[src/rtl/cpu_pkg.sv]
// Shared opcode map, FSM states and helpers for the
// parametrised accumulator core.
package cpu_pkg;

   localparam logic [3:0] OP_ADD  = 4'd0;
   localparam logic [3:0] OP_SUB  = 4'd1;
   localparam logic [3:0] OP_XCHG = 4'd2;
   localparam logic [3:0] OP_IN   = 4'd3;
   localparam logic [3:0] OP_OUT  = 4'd4;
   localparam logic [3:0] OP_INC  = 4'd5;
   localparam logic [3:0] OP_MOVM = 4'd6;
   localparam logic [3:0] OP_MOVI = 4'd7;
   localparam logic [3:0] OP_JZ   = 4'd8;
   localparam logic [3:0] OP_PUSH = 4'd9;
   localparam logic [3:0] OP_POP  = 4'd10;
   localparam logic [3:0] OP_RCL  = 4'd11;
   localparam logic [3:0] OP_CALL = 4'd12;
   localparam logic [3:0] OP_RET  = 4'd13;
   localparam logic [3:0] OP_AND  = 4'd14;
   localparam logic [3:0] OP_HLT  = 4'd15;

   typedef enum logic [2:0] {
      FETCH,
      EXEC,
      IN_WAIT,
      OUT_WAIT,
      HALTED
   } state_t;

   function automatic int max_int(input int x, input int y);
      return (x > y) ? x : y;
   endfunction

endpackage

[src/rtl/cpu_stack.sv]
// LIFO used for PUSH/POP and CALL/RET; sp counts filled entries.
// Push on full and pop on empty are silently ignored.
module cpu_stack
   import cpu_pkg::*;
#(
   parameter int SW     = 4,
   parameter int SDEPTH = 16
) (
   input  logic          osc_clock,
   input  logic          reset,
   input  logic          push,
   input  logic          pop,
   input  logic [SW-1:0] din,
   output logic [SW-1:0] dout,
   output logic          full,
   output logic          empty
);

   localparam int PW = $clog2(SDEPTH + 1);
   localparam int IW = (SDEPTH > 1) ? $clog2(SDEPTH) : 1;

   logic [SW-1:0] mem [SDEPTH];
   logic [PW-1:0] sp;

   assign full  = (sp == PW'(SDEPTH));
   assign empty = (sp == '0);
   assign dout  = empty ? '0 : mem[IW'(sp - 1'b1)];

   always_ff @(posedge osc_clock or posedge reset) begin
      if (reset) begin
         sp <= '0;
      end else if (push && !full) begin
         sp <= sp + 1'b1;
      end else if (pop && !empty) begin
         sp <= sp - 1'b1;
      end
   end

   // Storage is deliberately not reset.
   always_ff @(posedge osc_clock) begin
      if (push && !full) begin
         mem[IW'(sp)] <= din;
      end
   end

endmodule

[src/rtl/param_cpu_core.sv]
// Accumulator CPU core: fetch/execute FSM, flags, DMEM and
// valid/ready handshaked input and output ports.
module param_cpu_core
   import cpu_pkg::*;
#(
   parameter int DW     = 4,
   parameter int AW     = 4,
   parameter int SDEPTH = 16
) (
   input  logic          osc_clock,
   input  logic          reset,
   output logic [AW-1:0] imem_addr,
   input  logic [AW+3:0] imem_data,
   input  logic          dm_we,
   input  logic [AW-1:0] dm_waddr,
   input  logic [DW-1:0] dm_wdata,
   input  logic [DW-1:0] in_data,
   input  logic          in_valid,
   output logic          in_ready,
   output logic [DW-1:0] out_data,
   output logic          out_valid,
   input  logic          out_ready,
   output logic          halted,
   output logic          fault
);

   localparam int SW = max_int(DW, AW);

   state_t        state;
   logic [AW-1:0] ip;
   logic [AW+3:0] ir;
   logic [DW-1:0] a;
   logic [DW-1:0] b;
   logic          zf;
   logic          cf;
   logic [DW-1:0] dmem [2**AW];

   logic [3:0]    op;
   logic [AW-1:0] k;
   logic [DW-1:0] mem_word;
   logic [DW:0]   add_r;
   logic [DW:0]   sub_r;
   logic [DW:0]   inc_r;
   logic [DW-1:0] and_r;
   logic [DW-1:0] rcl_r;
   logic [DW-1:0] imm_r;
   logic          exec;
   logic          st_push;
   logic          st_pop;
   logic [SW-1:0] st_din;
   logic [SW-1:0] st_dout;
   logic          st_full;
   logic          st_empty;

   assign imem_addr = ip;
   assign op        = ir[AW+3:AW];
   assign k         = ir[AW-1:0];
   assign mem_word  = dmem[k];
   assign add_r     = {1'b0, a} + {1'b0, b};
   assign sub_r     = {1'b0, a} - {1'b0, b};
   assign inc_r     = {1'b0, a} + (DW+1)'(1);
   assign and_r     = a & mem_word;
   assign rcl_r     = {b[DW-2:0], b[DW-1]};
   assign imm_r     = DW'(k);
   assign exec      = (state == EXEC);

   assign st_push = exec && !st_full
                    && (op == OP_PUSH || op == OP_CALL);
   assign st_pop  = exec && !st_empty
                    && (op == OP_POP || op == OP_RET);
   assign st_din  = (op == OP_CALL) ? SW'(ip) : SW'(b);

   cpu_stack #(
      .SW     (SW),
      .SDEPTH (SDEPTH)
   ) u_stack (
      .osc_clock (osc_clock),
      .reset     (reset),
      .push      (st_push),
      .pop       (st_pop),
      .din       (st_din),
      .dout      (st_dout),
      .full      (st_full),
      .empty     (st_empty)
   );

   // Preload port; a same-cycle MOV/AND sees the old word.
   always_ff @(posedge osc_clock) begin
      if (dm_we) begin
         dmem[dm_waddr] <= dm_wdata;
      end
   end

   always_ff @(posedge osc_clock or posedge reset) begin
      if (reset) begin
         state     <= FETCH;
         ip        <= '0;
         ir        <= '0;
         a         <= '0;
         b         <= '0;
         zf        <= 1'b0;
         cf        <= 1'b0;
         in_ready  <= 1'b0;
         out_valid <= 1'b0;
         out_data  <= '0;
         halted    <= 1'b0;
         fault     <= 1'b0;
      end else begin
         unique case (state)
            FETCH: begin
               ir    <= imem_data;
               ip    <= ip + 1'b1;
               state <= EXEC;
            end
            EXEC: begin
               state <= FETCH;
               unique case (op)
                  OP_ADD: begin
                     a  <= add_r[DW-1:0];
                     cf <= add_r[DW];
                     zf <= (add_r[DW-1:0] == '0);
                  end
                  OP_SUB: begin
                     a  <= sub_r[DW-1:0];
                     cf <= sub_r[DW];
                     zf <= (sub_r[DW-1:0] == '0);
                  end
                  OP_XCHG: begin
                     a  <= b;
                     b  <= a;
                     zf <= (a == '0);
                  end
                  OP_IN: begin
                     in_ready <= 1'b1;
                     state    <= IN_WAIT;
                  end
                  OP_OUT: begin
                     out_valid <= 1'b1;
                     out_data  <= a;
                     state     <= OUT_WAIT;
                  end
                  OP_INC: begin
                     a  <= inc_r[DW-1:0];
                     cf <= inc_r[DW];
                     zf <= (inc_r[DW-1:0] == '0);
                  end
                  OP_MOVM: begin
                     a  <= mem_word;
                     zf <= (mem_word == '0);
                  end
                  OP_MOVI: begin
                     a  <= imm_r;
                     zf <= (imm_r == '0);
                  end
                  OP_JZ: begin
                     if (zf) ip <= k;
                  end
                  OP_PUSH: begin
                     if (st_full) begin
                        fault  <= 1'b1;
                        halted <= 1'b1;
                        state  <= HALTED;
                     end else begin
                        zf <= (b == '0);
                     end
                  end
                  OP_POP: begin
                     if (st_empty) begin
                        fault  <= 1'b1;
                        halted <= 1'b1;
                        state  <= HALTED;
                     end else begin
                        b  <= st_dout[DW-1:0];
                        zf <= (st_dout[DW-1:0] == '0);
                     end
                  end
                  OP_RCL: begin
                     b  <= rcl_r;
                     zf <= (rcl_r == '0);
                  end
                  OP_CALL: begin
                     if (st_full) begin
                        fault  <= 1'b1;
                        halted <= 1'b1;
                        state  <= HALTED;
                     end else begin
                        ip <= k;
                     end
                  end
                  OP_RET: begin
                     if (st_empty) begin
                        fault  <= 1'b1;
                        halted <= 1'b1;
                        state  <= HALTED;
                     end else begin
                        ip <= st_dout[AW-1:0];
                     end
                  end
                  OP_AND: begin
                     a  <= and_r;
                     zf <= (and_r == '0);
                  end
                  OP_HLT: begin
                     halted <= 1'b1;
                     fault  <= 1'b0;
                     state  <= HALTED;
                  end
               endcase
            end
            IN_WAIT: begin
               if (in_valid && in_ready) begin
                  a        <= in_data;
                  zf       <= (in_data == '0);
                  in_ready <= 1'b0;
                  state    <= FETCH;
               end
            end
            OUT_WAIT: begin
               if (out_ready) begin
                  out_valid <= 1'b0;
                  state     <= FETCH;
               end
            end
            HALTED: begin
               state <= HALTED;
            end
            default: begin
               state <= HALTED;
            end
         endcase
      end
   end

endmodule

[config.mk]
export PLATFORM = sky130hd
export DESIGN_NAME = param_cpu_core
export DESIGN_NICKNAME = d
export VERILOG_FILES = /design/src/rtl/cpu_pkg.sv /design/src/rtl/cpu_stack.sv /design/src/rtl/param_cpu_core.sv
export SDC_FILE = /design/constraint.sdc
export NUM_CORES = 1
export LEC_CHECK = 0
export CAP_MARGIN = 20
export CORE_MARGIN = 3
export CORE_UTILIZATION = 28
export DETAILED_ROUTE_END_ITERATION = 10
export DONT_BUFFER_PORTS = 1
export SETUP_SLACK_MARGIN = 0.5
export SYNTH_ARGS = -nofsm -noshare
export SYNTH_HDL_FRONTEND = slang
export SYNTH_SLANG_ARGS = --single-unit
export TNS_END_PERCENT = 100
[constraint.sdc]
create_clock -name osc_clock -period 4.2 [get_ports osc_clock]
set_clock_uncertainty 0.05 [all_clocks]
set_input_delay 1.26 -clock osc_clock [delete_from_list [all_inputs] [get_ports osc_clock]]
set_output_delay 1.26 -clock osc_clock [all_outputs]
set_load 0.05 [all_outputs]
==> metrics.md <==
| Metric | Value |
|---|---|
| Outcome | `complete, no violations` |
| Clock Path Buffers | `2` |
| Initial antenna violation count | `4` |
| Type of origin of the critical path | `flop` |
| Finish-stage setup viols | `0` |
| Final Hold Viols | `0` |
| Global route overflow | `0` |
| Starting Density | `0.287` |
| Post-synth EDFFs | `128` |
| HPWL after detailed placement | `13.1 mm` |
| Clk_lat worst skew | `450 ps` |
| 1st-iter DRT viols | `420` |
| Routed WL per cell | `18.8 um` |
| Synth warnings | `0` |
| Die width | `175 um` |
| Slew @ Worst Pin | `1000 ps` |
| Core area | `28000 um^2` |
| Pre-antenna DRT Iters | `5` |
| H-tree depth | `4` |
| Fin area | `9070 um^2` |
| P&R area growth vs syn | `12.7%` |
| Pin count of the biggest net entering global routing | `41` |
| Worst setup margin | `1120 ps` |
| Number of global-route vias before repair | `5036` |
| PD cells | `775 nW/um^2` |
| Multi-input gate area | `3050 um^2` |
| Met2 wire len | `8.72 mm` |
| Share of cells above drive strength 1 | `0.147` |
| Synth cell types | `66` |
| Metal-1 WL | `8.62 mm` |
| Fin crit period | `3080 ps` |
| Post-CTS Resized | `0` |
| Syn Std Cell Area | `8040 um^2` |
| Root buf cell | `clkbuf_16` |
| Port Buffer Count | `0` |
| LEAKAGE | `3.10 nW` |
| DR vias/cell | `5.06` |
| Unrepaired setup endpoints after global routing | `no` |
| CP Data Required Time | `4500 ps` |
| Inserted Clock Buffers | `17` |
| Reg area | `4770 um^2` |
| Hold-fix buffers, CTS | `0` |
| Antenna Diode Count | `0` |
| Count of final max-slew check failures | `0` |
| Commonest non-fill, non-tap cells in the layout | `edfxtp_1 (128), nand2_1 (56), nor2_1 (54)` |
| Highest routed layer | `met5` |
| Post-CTS setup buffers | `0` |
| CTS tree | `built` |
| DRC Markers | `0` |
| Row count | `61` |
| Most common cell after layout, fill and taps aside | `edfxtp_1` |
| CP max FO | `8` |
| Fillers | `2772` |
| Final core utilization | `0.324` |
| Die ar. | `30800 um^2` |
| Global-route wire length before repair | `30.0 mm` |
| IO Count | `37` |
| FF-to-FF path depth | `9` |
| Worst relative slew slack | `0.329` |
| Ys async rst share | `0.224` |
| Setup CP Type | `flop to flop` |
| Hold Path Class | `flop to flop` |
| Max rail drop VDD | `0.000365 V` |
| Syn Nets | `662` |
| Final Wtd Congestion | `0.869` |
| Post-DP Area | `8430 um^2` |
| DR vias | `5089` |
| #FFs+latches synth | `165` |
| Register area share after synthesis | `0.593` |
| Total Routing Usage GR | `0.126` |
| Final period utilization | `0.733` |
| Die Y | `175 um` |
| Met3 WL | `1.17 mm` |
| Pre-CTS setup slack | `1120 ps` |
| Setup crit end kind | `flop` |
| Power after layout | `0.00703 W` |
| CP Data Arrival Time | `3380 ps` |
| # Max-Cap Violations | `0` |
| Hold Crit Depth | `1` |
| Max Fclk | `0.325 GHz` |
| Post-Route WL | `18.9 mm` |
| Total Nets Final | `656` |
| Final setup TNS | `0 ps` |
| Sink Count | `165` |
| Post-Syn Instances | `620` |
| Most used DFF post-synth | `edfxtp_1` |
| Routed Antenna Nets | `0` |
| Clock Pin Slew Worst Setup and Hold Paths | `70 ps` |
| Avg Inst Size Synth | `13.0 um^2` |
[per-layer routing]
layer | up-vias | track usage
li1 | 2341 | -
met1 | 2558 | 0.173
met2 | 151 | 0.194
met3 | 31 | 0.0344
met4 | 8 | 0.0399
met5 | - | 0
[Yosys cell counts (15+ instances only)]
cell	number	area, um^2
a21oi_1	20	100
clkbuf_1	22	82.6
dfrtp_1	37	926
edfxtp_1	128	3840
ha_1	15	188
inv_1	17	63.8
mux2i_1	22	220
mux4_2	25	563
nand2_1	56	210
nand2b_1	23	144
nor2_1	54	203
nor3_1	20	100
o21ai_0	30	150
[stage by stage]
stage,instances,hold slack (ps)
2_1_floorplan,620,416
3_3_place_gp,972,482
3_5_place_dp,972,482
4_1_cts,1004,499
5_1_grt,1005,518
6_report,1005,512
[logic make-up after synthesis]
| group | count (synthesis) | share of synthesized area |
|---|---|---|
| xor+xnor | 13 | 0.0142 |
| simple gates | 199 | 0.120 |
| buf+inv | 53 | 0.0288 |
| mux | 62 | 0.124 |
| compound gates | 111 | 0.0913 |
| flops | 165 | 0.593 |
| fa+ha+maj | 17 | 0.0283 |
[registers in the layout (all words and copies together) (netlist names), 3 cells and up]
register,count
a,4
b,4
dmem,64
imem_addr,4
ir,8
out_data,4
state,3
u_stack.mem,64
u_stack.sp,5
[report_power, final]
group | total [W] | switching (W) | internal, W | leakage [nW]
registers | 0.00262 | 0.000549 | 0.00207 | 1.60
clock network | 0.00164 | 0.000768 | 0.000871 | 0.309
logic | 0.00277 | 0.00161 | 0.00117 | 1.19
total | 0.00703 | 0.00292 | 0.00410 | 3.10
[layout make-up]
class | instances | share of cell area
clock buffers | 17 | 0.0469
flip-flops and latches | 165 | 0.526
repair buffers | 11 | 0.00883
multi-input cells | 402 | 0.336
inverters | 17 | 0.00704
well taps | 378 | 0.0522
clock inverters | 15 | 0.0229
[critical path: stages (launching register included)]
cell and delay, ps:
dfrtp_1 470, inv_1 140, ha_1 240, nor3b_1 200
a211oi_1 680, and2_1 290, nand2_1 160, nor2_1 380
o21ba_2 220, xor2_1 170
[worst paths after layout]
check	start	slack (ps)	end
min in group asynchronous	reset	810	ir[1]
setup reg to reg	u_stack.sp[1]	1120	u_stack.sp[4]
hold reg to reg	state[2]	510	state[0]
hold / removal	state[2]	510	state[0]
max in group asynchronous	reset	2750	u_stack.sp[0]
setup / recovery	u_stack.sp[1]	1120	u_stack.sp[4]
Note: power is estimated with default switching activity, not from simulation.
